### config.mk
export PLATFORM = sky130hd
export DESIGN_NAME = ram_rw_check
export DESIGN_NICKNAME = d
export VERILOG_FILES = /design/src/rtl/ram_rw_pkg.sv /design/src/rtl/ram_rw_pipe.sv /design/src/rtl/ram_rw_check.sv
export SDC_FILE = /design/constraint.sdc
export NUM_CORES = 1
export LEC_CHECK = 0
export ABC_AREA = 1
export CELL_PAD_IN_SITES_DETAIL_PLACEMENT = 0
export CELL_PAD_IN_SITES_GLOBAL_PLACEMENT = 1
export CORE_AREA = 2 2 136 85
export DETAILED_ROUTE_END_ITERATION = 7
export DIE_AREA = 0 0 138 87
export PLACE_DENSITY_LB_ADDON = 0.1
export SLEW_MARGIN = 20
export SYNTH_ARGS = -nofsm -noshare
export SYNTH_HDL_FRONTEND = slang
export SYNTH_SLANG_ARGS = --single-unit
### constraint.sdc
create_clock -name sys_clk -period 3.35 [get_ports sys_clk]
set_clock_uncertainty 0.15 [all_clocks]
set_input_delay 0.5025 -clock sys_clk [delete_from_list [all_inputs] [get_ports sys_clk]]
set_output_delay 0.5025 -clock sys_clk [all_outputs]
set_load 0.05 [all_outputs]
### src/rtl/ram_rw_pkg.sv
// Shared types and the data-pattern generator for the RAM write/read-back tester.
package ram_rw_pkg;

  // Internal width of pattern arithmetic; callers truncate to their data width.
  localparam int PAT_W = 32;

  typedef enum logic [2:0] {
    IDLE,
    WRITE,
    READ,
    DRAIN,
    DONE
  } state_t;

  typedef enum logic [1:0] {
    MODE_CNT  = 2'd0,
    MODE_INV  = 2'd1,
    MODE_SEED = 2'd2,
    MODE_WALK = 2'd3
  } mode_t;

  // Expected word for a given address; result is truncated to data_w by the caller.
  function automatic logic [PAT_W-1:0] pat(
    input logic [PAT_W-1:0] addr,
    input mode_t            mode,
    input logic [PAT_W-1:0] seed,
    input int unsigned      data_w
  );
    logic [PAT_W-1:0] r;
    case (mode)
      MODE_CNT:  r = addr;
      MODE_INV:  r = ~addr;
      MODE_SEED: r = seed + addr;
      default:   r = PAT_W'(1) << (addr % data_w);
    endcase
    return r;
  endfunction

endpackage

### src/rtl/ram_rw_pipe.sv
// Expected-value pipeline: carries {valid, addr, expected} alongside the RAM read latency.
module ram_rw_pipe #(
  parameter int AW    = 5,
  parameter int DW    = 8,
  parameter int DEPTH = 1
) (
  input  logic          clk,
  input  logic          srst,
  input  logic          in_valid,
  input  logic [AW-1:0] in_addr,
  input  logic [DW-1:0] in_exp,
  output logic          out_valid,
  output logic [AW-1:0] out_addr,
  output logic [DW-1:0] out_exp,
  output logic          any_valid
);

  logic [DEPTH-1:0]         valid_q, valid_d;
  logic [DEPTH-1:0][AW-1:0] addr_q, addr_d;
  logic [DEPTH-1:0][DW-1:0] exp_q, exp_d;

  // Shift each stage one step toward the output; new entry enters stage 0.
  always_comb begin
    valid_d    = valid_q;
    addr_d     = addr_q;
    exp_d      = exp_q;
    valid_d[0] = in_valid;
    addr_d[0]  = in_addr;
    exp_d[0]   = in_exp;
    for (int i = 1; i < DEPTH; i++) begin
      valid_d[i] = valid_q[i-1];
      addr_d[i]  = addr_q[i-1];
      exp_d[i]   = exp_q[i-1];
    end
  end

  // Only the valid bits need clearing; payload is ignored while invalid.
  always_ff @(posedge clk) begin
    if (srst) begin
      valid_q <= '0;
    end else begin
      valid_q <= valid_d;
    end
    addr_q <= addr_d;
    exp_q  <= exp_d;
  end

  assign out_valid = valid_q[DEPTH-1];
  assign out_addr  = addr_q[DEPTH-1];
  assign out_exp   = exp_q[DEPTH-1];
  assign any_valid = |valid_q;

endmodule

### src/rtl/ram_rw_check.sv
// RAM write/read-back self-test engine: full write pass, full read pass, compare and report.
// DATA_W and ADDR_W must not exceed 32 (pattern arithmetic width).
module ram_rw_check #(
  parameter int ADDR_W = 5,
  parameter int DATA_W = 8,
  parameter int RD_LAT = 1
) (
  input  logic              sys_clk,
  input  logic              sys_rst,
  input  logic              start,
  input  logic [1:0]        mode,
  input  logic [DATA_W-1:0] seed,
  input  logic              loop,
  output logic              ram_en,
  output logic              ram_we,
  output logic [ADDR_W-1:0] ram_addr,
  output logic [DATA_W-1:0] ram_wdata,
  input  logic [DATA_W-1:0] ram_rdata,
  output logic              busy,
  output logic              done,
  output logic              pass,
  output logic [15:0]       err_cnt,
  output logic [ADDR_W-1:0] first_err_addr
);

  import ram_rw_pkg::*;

  localparam logic [ADDR_W-1:0] ADDR_LAST = '1;

  state_t              state_q, state_d;
  mode_t               mode_q, mode_d;
  logic [DATA_W-1:0]   seed_q, seed_d;
  logic                ram_en_q, ram_en_d;
  logic                ram_we_q, ram_we_d;
  logic [ADDR_W-1:0]   ram_addr_q, ram_addr_d;
  logic [DATA_W-1:0]   ram_wdata_q, ram_wdata_d;
  logic                busy_q, busy_d;
  logic                done_q, done_d;
  logic                pass_q, pass_d;
  logic [15:0]         err_cnt_q, err_cnt_d;
  logic [ADDR_W-1:0]   first_err_q, first_err_d;

  logic                pipe_out_valid;
  logic [ADDR_W-1:0]   pipe_out_addr;
  logic [DATA_W-1:0]   pipe_out_exp;
  logic                pipe_any_valid;
  logic                rd_issue;
  logic [DATA_W-1:0]   rd_exp;

  // A read is in flight in any cycle the RAM is enabled without write enable.
  assign rd_issue = ram_en_q & ~ram_we_q;
  assign rd_exp   = DATA_W'(pat(PAT_W'(ram_addr_q), mode_q, PAT_W'(seed_q), DATA_W));

  ram_rw_pipe #(
    .AW    (ADDR_W),
    .DW    (DATA_W),
    .DEPTH (RD_LAT)
  ) u_pipe (
    .clk       (sys_clk),
    .srst      (sys_rst),
    .in_valid  (rd_issue),
    .in_addr   (ram_addr_q),
    .in_exp    (rd_exp),
    .out_valid (pipe_out_valid),
    .out_addr  (pipe_out_addr),
    .out_exp   (pipe_out_exp),
    .any_valid (pipe_any_valid)
  );

  // Next-state and next-output logic for the sequencer and the compare/accumulate path.
  always_comb begin
    state_d     = state_q;
    mode_d      = mode_q;
    seed_d      = seed_q;
    ram_en_d    = ram_en_q;
    ram_we_d    = ram_we_q;
    ram_addr_d  = ram_addr_q;
    busy_d      = busy_q;
    done_d      = 1'b0;
    pass_d      = pass_q;
    err_cnt_d   = err_cnt_q;
    first_err_d = first_err_q;

    // Compare the word leaving the latency pipeline; err_cnt==0 marks the first miss.
    if (pipe_out_valid && (ram_rdata != pipe_out_exp)) begin
      if (err_cnt_q != 16'hFFFF) begin
        err_cnt_d = err_cnt_q + 16'd1;
      end
      if (err_cnt_q == 16'd0) begin
        first_err_d = pipe_out_addr;
      end
    end

    case (state_q)
      IDLE: begin
        if (start) begin
          state_d     = WRITE;
          mode_d      = mode_t'(mode);
          seed_d      = seed;
          busy_d      = 1'b1;
          pass_d      = 1'b0;
          err_cnt_d   = 16'd0;
          first_err_d = '0;
          ram_en_d    = 1'b1;
          ram_we_d    = 1'b1;
          ram_addr_d  = '0;
        end
      end
      WRITE: begin
        if (ram_addr_q == ADDR_LAST) begin
          state_d    = READ;
          ram_we_d   = 1'b0;
          ram_addr_d = '0;
        end else begin
          ram_addr_d = ram_addr_q + ADDR_W'(1);
        end
      end
      READ: begin
        if (ram_addr_q == ADDR_LAST) begin
          state_d    = DRAIN;
          ram_en_d   = 1'b0;
          ram_addr_d = '0;
        end else begin
          ram_addr_d = ram_addr_q + ADDR_W'(1);
        end
      end
      DRAIN: begin
        // Leave only once every outstanding read has been compared.
        if (!pipe_any_valid) begin
          if (loop) begin
            state_d    = WRITE;
            ram_en_d   = 1'b1;
            ram_we_d   = 1'b1;
            ram_addr_d = '0;
          end else begin
            state_d = DONE;
            done_d  = 1'b1;
            pass_d  = (err_cnt_q == 16'd0);
          end
        end
      end
      DONE: begin
        state_d = IDLE;
        busy_d  = 1'b0;
      end
      default: begin
        state_d = IDLE;
      end
    endcase

    ram_wdata_d = ram_we_d ? DATA_W'(pat(PAT_W'(ram_addr_d), mode_d, PAT_W'(seed_d), DATA_W))
                           : '0;
  end

  // State and registered outputs; reset aborts any run in progress without a done pulse.
  always_ff @(posedge sys_clk) begin
    if (sys_rst) begin
      state_q     <= IDLE;
      mode_q      <= MODE_CNT;
      seed_q      <= '0;
      ram_en_q    <= 1'b0;
      ram_we_q    <= 1'b0;
      ram_addr_q  <= '0;
      ram_wdata_q <= '0;
      busy_q      <= 1'b0;
      done_q      <= 1'b0;
      pass_q      <= 1'b0;
      err_cnt_q   <= 16'd0;
      first_err_q <= '0;
    end else begin
      state_q     <= state_d;
      mode_q      <= mode_d;
      seed_q      <= seed_d;
      ram_en_q    <= ram_en_d;
      ram_we_q    <= ram_we_d;
      ram_addr_q  <= ram_addr_d;
      ram_wdata_q <= ram_wdata_d;
      busy_q      <= busy_d;
      done_q      <= done_d;
      pass_q      <= pass_d;
      err_cnt_q   <= err_cnt_d;
      first_err_q <= first_err_d;
    end
  end

  assign ram_en         = ram_en_q;
  assign ram_we         = ram_we_q;
  assign ram_addr       = ram_addr_q;
  assign ram_wdata      = ram_wdata_q;
  assign busy           = busy_q;
  assign done           = done_q;
  assign pass           = pass_q;
  assign err_cnt        = err_cnt_q;
  assign first_err_addr = first_err_q;

endmodule

==> results of run 1 <==
sequential cells by signal, summed over array words and instances (netlist names), 2 cells and up:
name             flops
err_cnt             16
first_err_addr       5
mode_q               2
ram_addr             5
ram_wdata            8
seed_q               8
state_q              3
u_pipe.out_addr      5
u_pipe.out_exp       8
cells in the mapped netlist (4+ instances only):
master and count:
a211oi_1 5, xor2_1 11, inv_1 79, nor2_1 84, buf_2 5, nand2_1 173, xnor2_1 6, or2_2 7
a31oi_1 4, nand2_4 6, nand2_2 13, o21ai_0 22, a21oi_1 20, nand3_1 45, nor3_1 6, ha_1 19
o2111ai_1 4, dfxtp_1 66, nor2_4 5, nand4_1 13
worst max-delay path, delay by kind of cell, from the launching register on:
family	cells	cell delay, ps
DFF	1	350
adders and majority gates	3	780
and+or+nand+nor	13	1390
buffers and inverters	2	140
AOI/OAI and AO/OA	1	190
how the worst max path moves through the flow:
stage	start	to
finish	ram_addr[1]	ram_wdata[5]
global placement	start	ram_wdata[6]
CTS	ram_addr[1]	ram_wdata[5]
detailed placement	start	ram_wdata[6]
global route	ram_addr[0]	ram_wdata[6]
floorplan	ram_addr[1]	ram_wdata[4]
stage by stage:
step | util | instances | power [mW] | TNS [ps] | hold slack [ps]
floorplan | - | 620 | 2.435 | 0 | 280.6
global placement | 0.4541 | 830 | 3.018 | 0 | 292.4
detailed placement | 0.4541 | 830 | 3.028 | -40.78 | 295.6
CTS | 0.4863 | 846 | 4.181 | 0 | 313.2
global route | 0.4863 | 846 | 4.448 | 0 | 344.8
finish | 0.4863 | 846 | 4.167 | 0 | 304.4
where the power goes:
part / switching, mW / total [mW] / internal, mW
Combinational: 1.30 / 1.95 / 0.650
Sequential: 0.130 / 1.08 / 0.952
Clock: 0.395 / 1.13 / 0.735
Total: 1.83 / 4.17 / 2.34
per-layer routing:
layer	GRT usage	wire length, um	part of all wire	vias to the layer above
met4	0.03896	86	0.0070	0
met2	0.2727	4393	0.36	113
met1	0.3377	7042	0.57	1843
met3	0.05717	752	0.061	7
met5	0	0	0	-
li1	-	-	-	2131
cells by family (layout without fill, tap and decap cells):
| group | count (synthesis) | after routing |
|---|---|---|
| AO/OA/AOI/OAI | 62 | 62 |
| XOR/XNOR | 17 | 17 |
| adder cells (fa/ha/maj) | 21 | 21 |
| buffers and inverters | 91 | 173 |
| flip-flops | 66 | 66 |
| AND/OR/NAND/NOR | 363 | 363 |
cell type report:
type / instances / area (sq um) / area share
clock buffers: 9 / 225.2 / 0.04254
clock inverters: 7 / 125.1 / 0.02364
inverters: 83 / 311.5 / 0.05885
multi-input cells: 463 / 2425 / 0.4580
flip-flops and latches: 66 / 1321 / 0.2496
well taps: 144 / 180.2 / 0.03403
repair buffers: 74 / 705.7 / 0.1333
what timing repair did:
| action | CTS | global route |
|---|---|---|
| buffers inserted | 0 | 0 |
| resized for setup | 0 | 1 |
| setup endpoints to repair | 0 | 2 |
==> flow_summary_export.csv, run 1 <==
group,metric,value,unit
outcome,status,"complete, no violations",
cells_and_area,nNetsFinal,740,
clock_tree,clock_latency,350,ps
die,die_area,12010,sq um
die,std_cell_rows,30,
hold_path,hp-class,"flop to flop",
logic_synthesis,avgSynthCellArea,6.603,sq um
cells_and_area,postLayoutCellArea,5294,sq um
grt,antenna_found_initial,0,
hold_path,hp-start,"u_pipe.out_addr[3]",
grt,grtUsageTotal,0.2106,
logic_synthesis,synth_top_cell_by_area,"dfxtp_1",
clock_tree,htreeDepth,3,
cells_and_area,num_antenna_cells,0,
die,initial_core_util,0.3761,
setup_path,arrival,3180,ps
logic_synthesis,synth_top_area_frac,0.3227,
sta,rsz0062_at_grt,"no",
hold_path,min_to,"first_err_addr[3]",
logic_synthesis,synth_compound_area_frac,0.08649,
logic_synthesis,synth-simple-area-share,0.4016,
placed_design,dp_hpwl,9547,um
setup_path,cp_cell_sequence,"ha_1, nand2_1, nor2_1, ha_1, inv_1, nand3_1, nand2_1, a21boi_1, nand2_1, ha_1, nand2_1, inv_1, nand3_1, nand3_1, or2_0, nand3_1, nand2_1, nor2_1, nor2_1",
logic_synthesis,synth_xor_area_frac,0.03637,
cells_and_area,final_common_cell,"nand2_1",
cells_and_area,drive_above_1_share,0.1026,
setup_path,reg2reg_slack,240,ps
routing,first_pass_iters,5,
setup_path,r2r_start,"ram_addr[1]",
logic_synthesis,synthAdderAreaFrac,0.06785,
sta,slew_violations,0,
power_and_ir_drop,ir_worst_vdd,0.0003669,V
die,ioPinCount,61,
hold_path,min_path_cells,2,
logic_synthesis,synth_nets,663,
setup_path,cp.required,3420,ps
grt,grt_pass1_wl,19600,um
routing,drc,0,
sta,postLayoutSetupSlackWorst,240.1,ps
logic_synthesis,synth_edf_count,0,
die,core,10890,sq um
routing,drt_iter0_drc,364,
grt,grt_pass1_vias,3737,
routing,ant_nets,0,
clock_tree,clkSinkCount,66,
logic_synthesis,syn_inst,620,
power_and_ir_drop,leakage,2.463,nW
logic_synthesis,synth.area.mux_share,0,
clock_tree,cts_tree,"built",
setup_path,ff2ff_path_depth,19,
clock_tree,cts-root-buf,"clkbuf_16",
cells_and_area,area_delta_synth_final,29.31,%
sta,post-route-min-period,3110,ps
power_and_ir_drop,power_density,787.1,nW/um^2
clock_tree,cts.path.max_buffers,2,
logic_synthesis,ys_seq_elements,66,
placed_design,place_congestion,0.8679,
cells_and_area,fillers,1123,
sta,post-route-period-util,0.9283,
sta,relSlewSlack,0.6485,
setup_path,slowest_stage,"ha_1",
die,die_h,87,um
logic_synthesis,synth_top_family_by_area,"simple AND/OR/NAND/NOR gates",
logic_synthesis,ys_seq_area_frac,0.3227,
setup_path,end_kind,"flop",
logic_synthesis,ys_warn_count,0,
placed_design,io_buffer_count,60,
setup_path,path_max_fanout,5,
clock_tree,numCtsBuffers,9,
routing,wl_per_cell,14.51,um
cells_and_area,final_cell_mix,"173 x nand2_1, 84 x nor2_1, 79 x inv_1",
run,maxCapViolations,0,
die,die_w,138,um
placed_design,dp_slack,-34.66,ps
sta,fmax,321.6,MHz
logic_synthesis,postSynth.asyncResetShare,0,
grt,gr-total-overflow,0,
routing,vias,4094,
setup_path,crit_top_cell,"nand2_1",
clock_tree,cts_hold_buffers,0,
logic_synthesis,syn-cell-area,4094,sq um
setup_path,rr_endpoint,"ram_wdata[5]",
placed_design,placed_cell_area,4943,sq um
sta,hold_viol_final,0,
clock_tree,clkTransAtPathRegs,60,ps
sta,worst_slew_pin_slew,523.2,ps
setup_path,worstSetupPathType,"flop to flop",
logic_synthesis,yosys.cell_types.count,36,
setup_path,cp-start-kind,"flop",
routing,finalWirelength,12270,um
logic_synthesis,synth_area_leaders,"dfxtp_1 32%, nand2_1 16%, nor2_1 7.7%, inv_1 7.2%, ha_1 5.8%",
logic_synthesis,synth_top_flop_cell,"dfxtp_1",
setup_path,cpPeakStageDelay,380,ps
routing,viasPerCell,4.839,
sta,setup_viol,0,
grt,grt_max_degree,22,
No activity file was read; power rests on OpenSTA's default activity.
==> inputs of run 2 (changes only) <==
ABC_AREA = not set   (was 1)
CORE_AREA = 2 2 156 97   (was 2 2 136 85)
DIE_AREA = 0 0 158 99   (was 0 0 138 87)
PLACE_DENSITY = 0.62   (was not set)
PLACE_DENSITY_LB_ADDON = not set   (was 0.1)
==> flow_summary_export.csv, run 2 <==
group,metric,value,unit
setup_path,crit_family,"compound AO/OA/AOI/OAI gates",
logic_synthesis,synthMostInstantiatedCell,"dfxtp_1",
routing,finalWirelength,10310,um
routing,drt_iter0_drc,226,
clock_tree,clkSinkCount,66,
placed_design,post-place-cells,674,
sta,rsz0062_at_grt,"yes",
clock_tree,htreeDepth,3,
power_and_ir_drop,ir_worst_vdd,0.0001838,V
cells_and_area,final_common_cell,"dfxtp_1",
setup_path,cp-start-kind,"flop",
setup_path,worstSetupPathType,"flop to flop",
logic_synthesis,ys_seq_area_frac,0.3766,
sta,slew_violations,0,
setup_path,crit_top_cell,"ha_1",
clock_tree,cts_hold_buffers,0,
setup_path,arrival,3230,ps
die,die_h,99,um
logic_synthesis,syn_inst,398,
placed_design,io_buffer_count,60,
sta,postLayoutSetupSlackWorst,169.9,ps
placed_design,place_congestion,0.8478,
die,initial_core_util,0.2469,
routing,wl_per_cell,14.94,um
die,die_w,158,um
logic_synthesis,avgSynthCellArea,8.815,sq um
sta,post-route-min-period,3180,ps
setup_path,path_max_fanout,3,
outcome,status,"complete, no violations",
setup_path,end_kind,"flop",
sta,fmax,314.5,MHz
power_and_ir_drop,power_density,458.5,nW/um^2
power_and_ir_drop,power_switching_share,0.2969,
grt,grt_pass1_wl,16510,um
cells_and_area,drive_above_1_share,0.1484,
cells_and_area,postLayoutCellArea,4872,sq um
cells_and_area,finalNonFillerCells,690,
sta,setup_viol,0,
die,die_area,15640,sq um
sta,post-route-period-util,0.9493,
run,maxCapViolations,0,
sta,relSlewSlack,0.5816,
cells_and_area,largest_register_ffs,16,
grt,grt_max_degree,22,
setup_path,slowest_stage,"or3_1",
clock_tree,cts_tree,"built",
power_and_ir_drop,leakage,1.877,nW
setup_path,cpPeakStageDelay,420,ps
routing,drc,0,
grt,grtUsageTotal,0.1383,
logic_synthesis,ys_warn_count,0,
clock_tree,numCtsBuffers,9,
logic_synthesis,synth_top_cell_by_area,"dfxtp_1",
grt,grt_pass1_vias,3094,
placed_design,placed_cell_area,4561,sq um
routing,first_pass_iters,4,
logic_synthesis,synth_commonest_cells,"66 x dfxtp_1, 56 x nor2_1, 24 x xnor2_1",
grt,gr-total-overflow,0,
power_and_ir_drop,p_clk_frac,0.404,
power_and_ir_drop,combPwrFrac,0.211,
logic_synthesis,synth_top_area_frac,0.3766,
cells_and_area,area_delta_synth_final,38.87,%
logic_synthesis,synth_top_flop_cell,"dfxtp_1",
setup_path,cp.required,3400,ps
routing,ant_nets,0,
power_and_ir_drop,p_switching,0.6632,mW
placed_design,dp_hpwl,7910,um
routing,vias,3197,
logic_synthesis,postSynth.asyncResetShare,0,
logic_synthesis,yosys.cell_types.count,58,
power_and_ir_drop,intPower,1.571,mW
logic_synthesis,synth_edf_count,0,
power_and_ir_drop,pwr-share-seq,0.385,
clock_tree,clkTransAtPathRegs,60,ps
cells_and_area,nNetsFinal,530,
cells_and_area,final_cell_mix,"63 x dfxtp_1, 59 x clkdlybuf4s50_1, 56 x nor2_1",
logic_synthesis,synth_area_leaders,"dfxtp_1 38%, ha_1 6.8%, nor2_1 6.0%, xnor2_1 6.0%, mux2i_1 3.7%",
cells_and_area,num_antenna_cells,0,
clock_tree,clock_latency,330,ps
clock_tree,cts.path.max_buffers,2,
die,ioPinCount,61,
hold_path,hp-class,"flop to flop",
clock_tree,cts-root-buf,"clkbuf_16",
logic_synthesis,syn-cell-area,3508,sq um
die,std_cell_rows,34,
grt,antenna_found_initial,0,
sta,worst_slew_pin_slew,623.4,ps
die,core,14210,sq um
logic_synthesis,synth_nets,441,
placed_design,dp_slack,-260.9,ps
setup_path,cp_cell_sequence,"ha_1, and3_1, ha_1, or3_1, a2bb2oi_1, inv_1, ha_1, a211o_1, o211ai_1, a2111oi_4, xnor2_1, a221oi_2, nor2_1",
logic_synthesis,ys_seq_elements,66,
routing,viasPerCell,4.633,
setup_path,worst-path-buf-inv,1,
sta,hold_viol_final,0,
run 2: routing by layer:
| metal | global-route usage | vias to the layer above | part of all wire |
|---|---|---|---|
| met2 | 0.1786 | 67 | 0.37 |
| met1 | 0.2183 | 1519 | 0.57 |
| li1 | - | 1602 | - |
| met4 | 0.03604 | 0 | 0.011 |
| met3 | 0.03826 | 9 | 0.047 |
| met5 | 0 | - | 0 |
run 2: power by group through the flow:
stage / sequential, mW / combinational [mW] / clock (mW)
floorplan: 0.921 / 0.243 / 0
global placement: 0.876 / 0.464 / 0
detailed placement: 0.877 / 0.466 / 0
CTS: 0.860 / 0.469 / 0.939
global route: 0.864 / 0.515 / 0.972
finish: 0.860 / 0.471 / 0.903
run 2: cell type report:
cell class / count / area (sq um)
well taps: 198 / 247.7
inverters: 18 / 67.56
clock inverters: 5 / 38.79
flip-flops and latches: 66 / 1325
multi-input cells: 298 / 2069
repair buffers: 94 / 870.8
fillers: 1523 / 9336
clock buffers: 11 / 252.7
run 2: kinds of logic (layout without fill, tap and decap cells):
family	Yosys count	count (layout)	share of synthesized area
AOI/OAI and AO/OA	89	89	0.1740
xor gates and xnor gates	27	27	0.06740
adders and majority gates	21	21	0.07917
buffers and inverters	34	128	0.03851
DFF	66	66	0.3766
muxes	18	18	0.05635
and+or+nand+nor	143	143	0.2079
run 2: final timing paths:
check                                  from                to  slack [ps]  cells after the start
worst max register to register  ram_addr[0]      ram_wdata[7]         170                     13
worst max-delay path            ram_addr[0]      ram_wdata[7]         170                     13
worst min register to register       ram_we  u_pipe.any_valid         310                      1
worst min-delay path                 ram_we  u_pipe.any_valid         310                      1
run 2: worst register-to-register path, delay by kind of cell, from the launching register on:
kind	cells	cell delay, ps
AOI/OAI and AO/OA	5	1050
and+or+nand+nor	3	690
xor gates and xnor gates	1	120
buffers and inverters	1	90
DFF	1	310
adders and majority gates	3	650
run 2: repair_timing:
action                     in CTS  in global routing
buffers inserted                0                  0
setup endpoints to repair       0                  5
gates resized for setup         0                  5
run 2: metrics by stage:
step                hold WS (ps)    util  total power, mW  TNS, ps
CTS                        301.2  0.3415            2.267        0
global route               319.9  0.3429            2.351   -3.937
detailed placement         298.8  0.3210            1.342   -744.1
finish                     305.1  0.3429            2.234        0
global placement           294.6  0.3210            1.340   -436.3
floorplan                  286.5       -            1.164        0
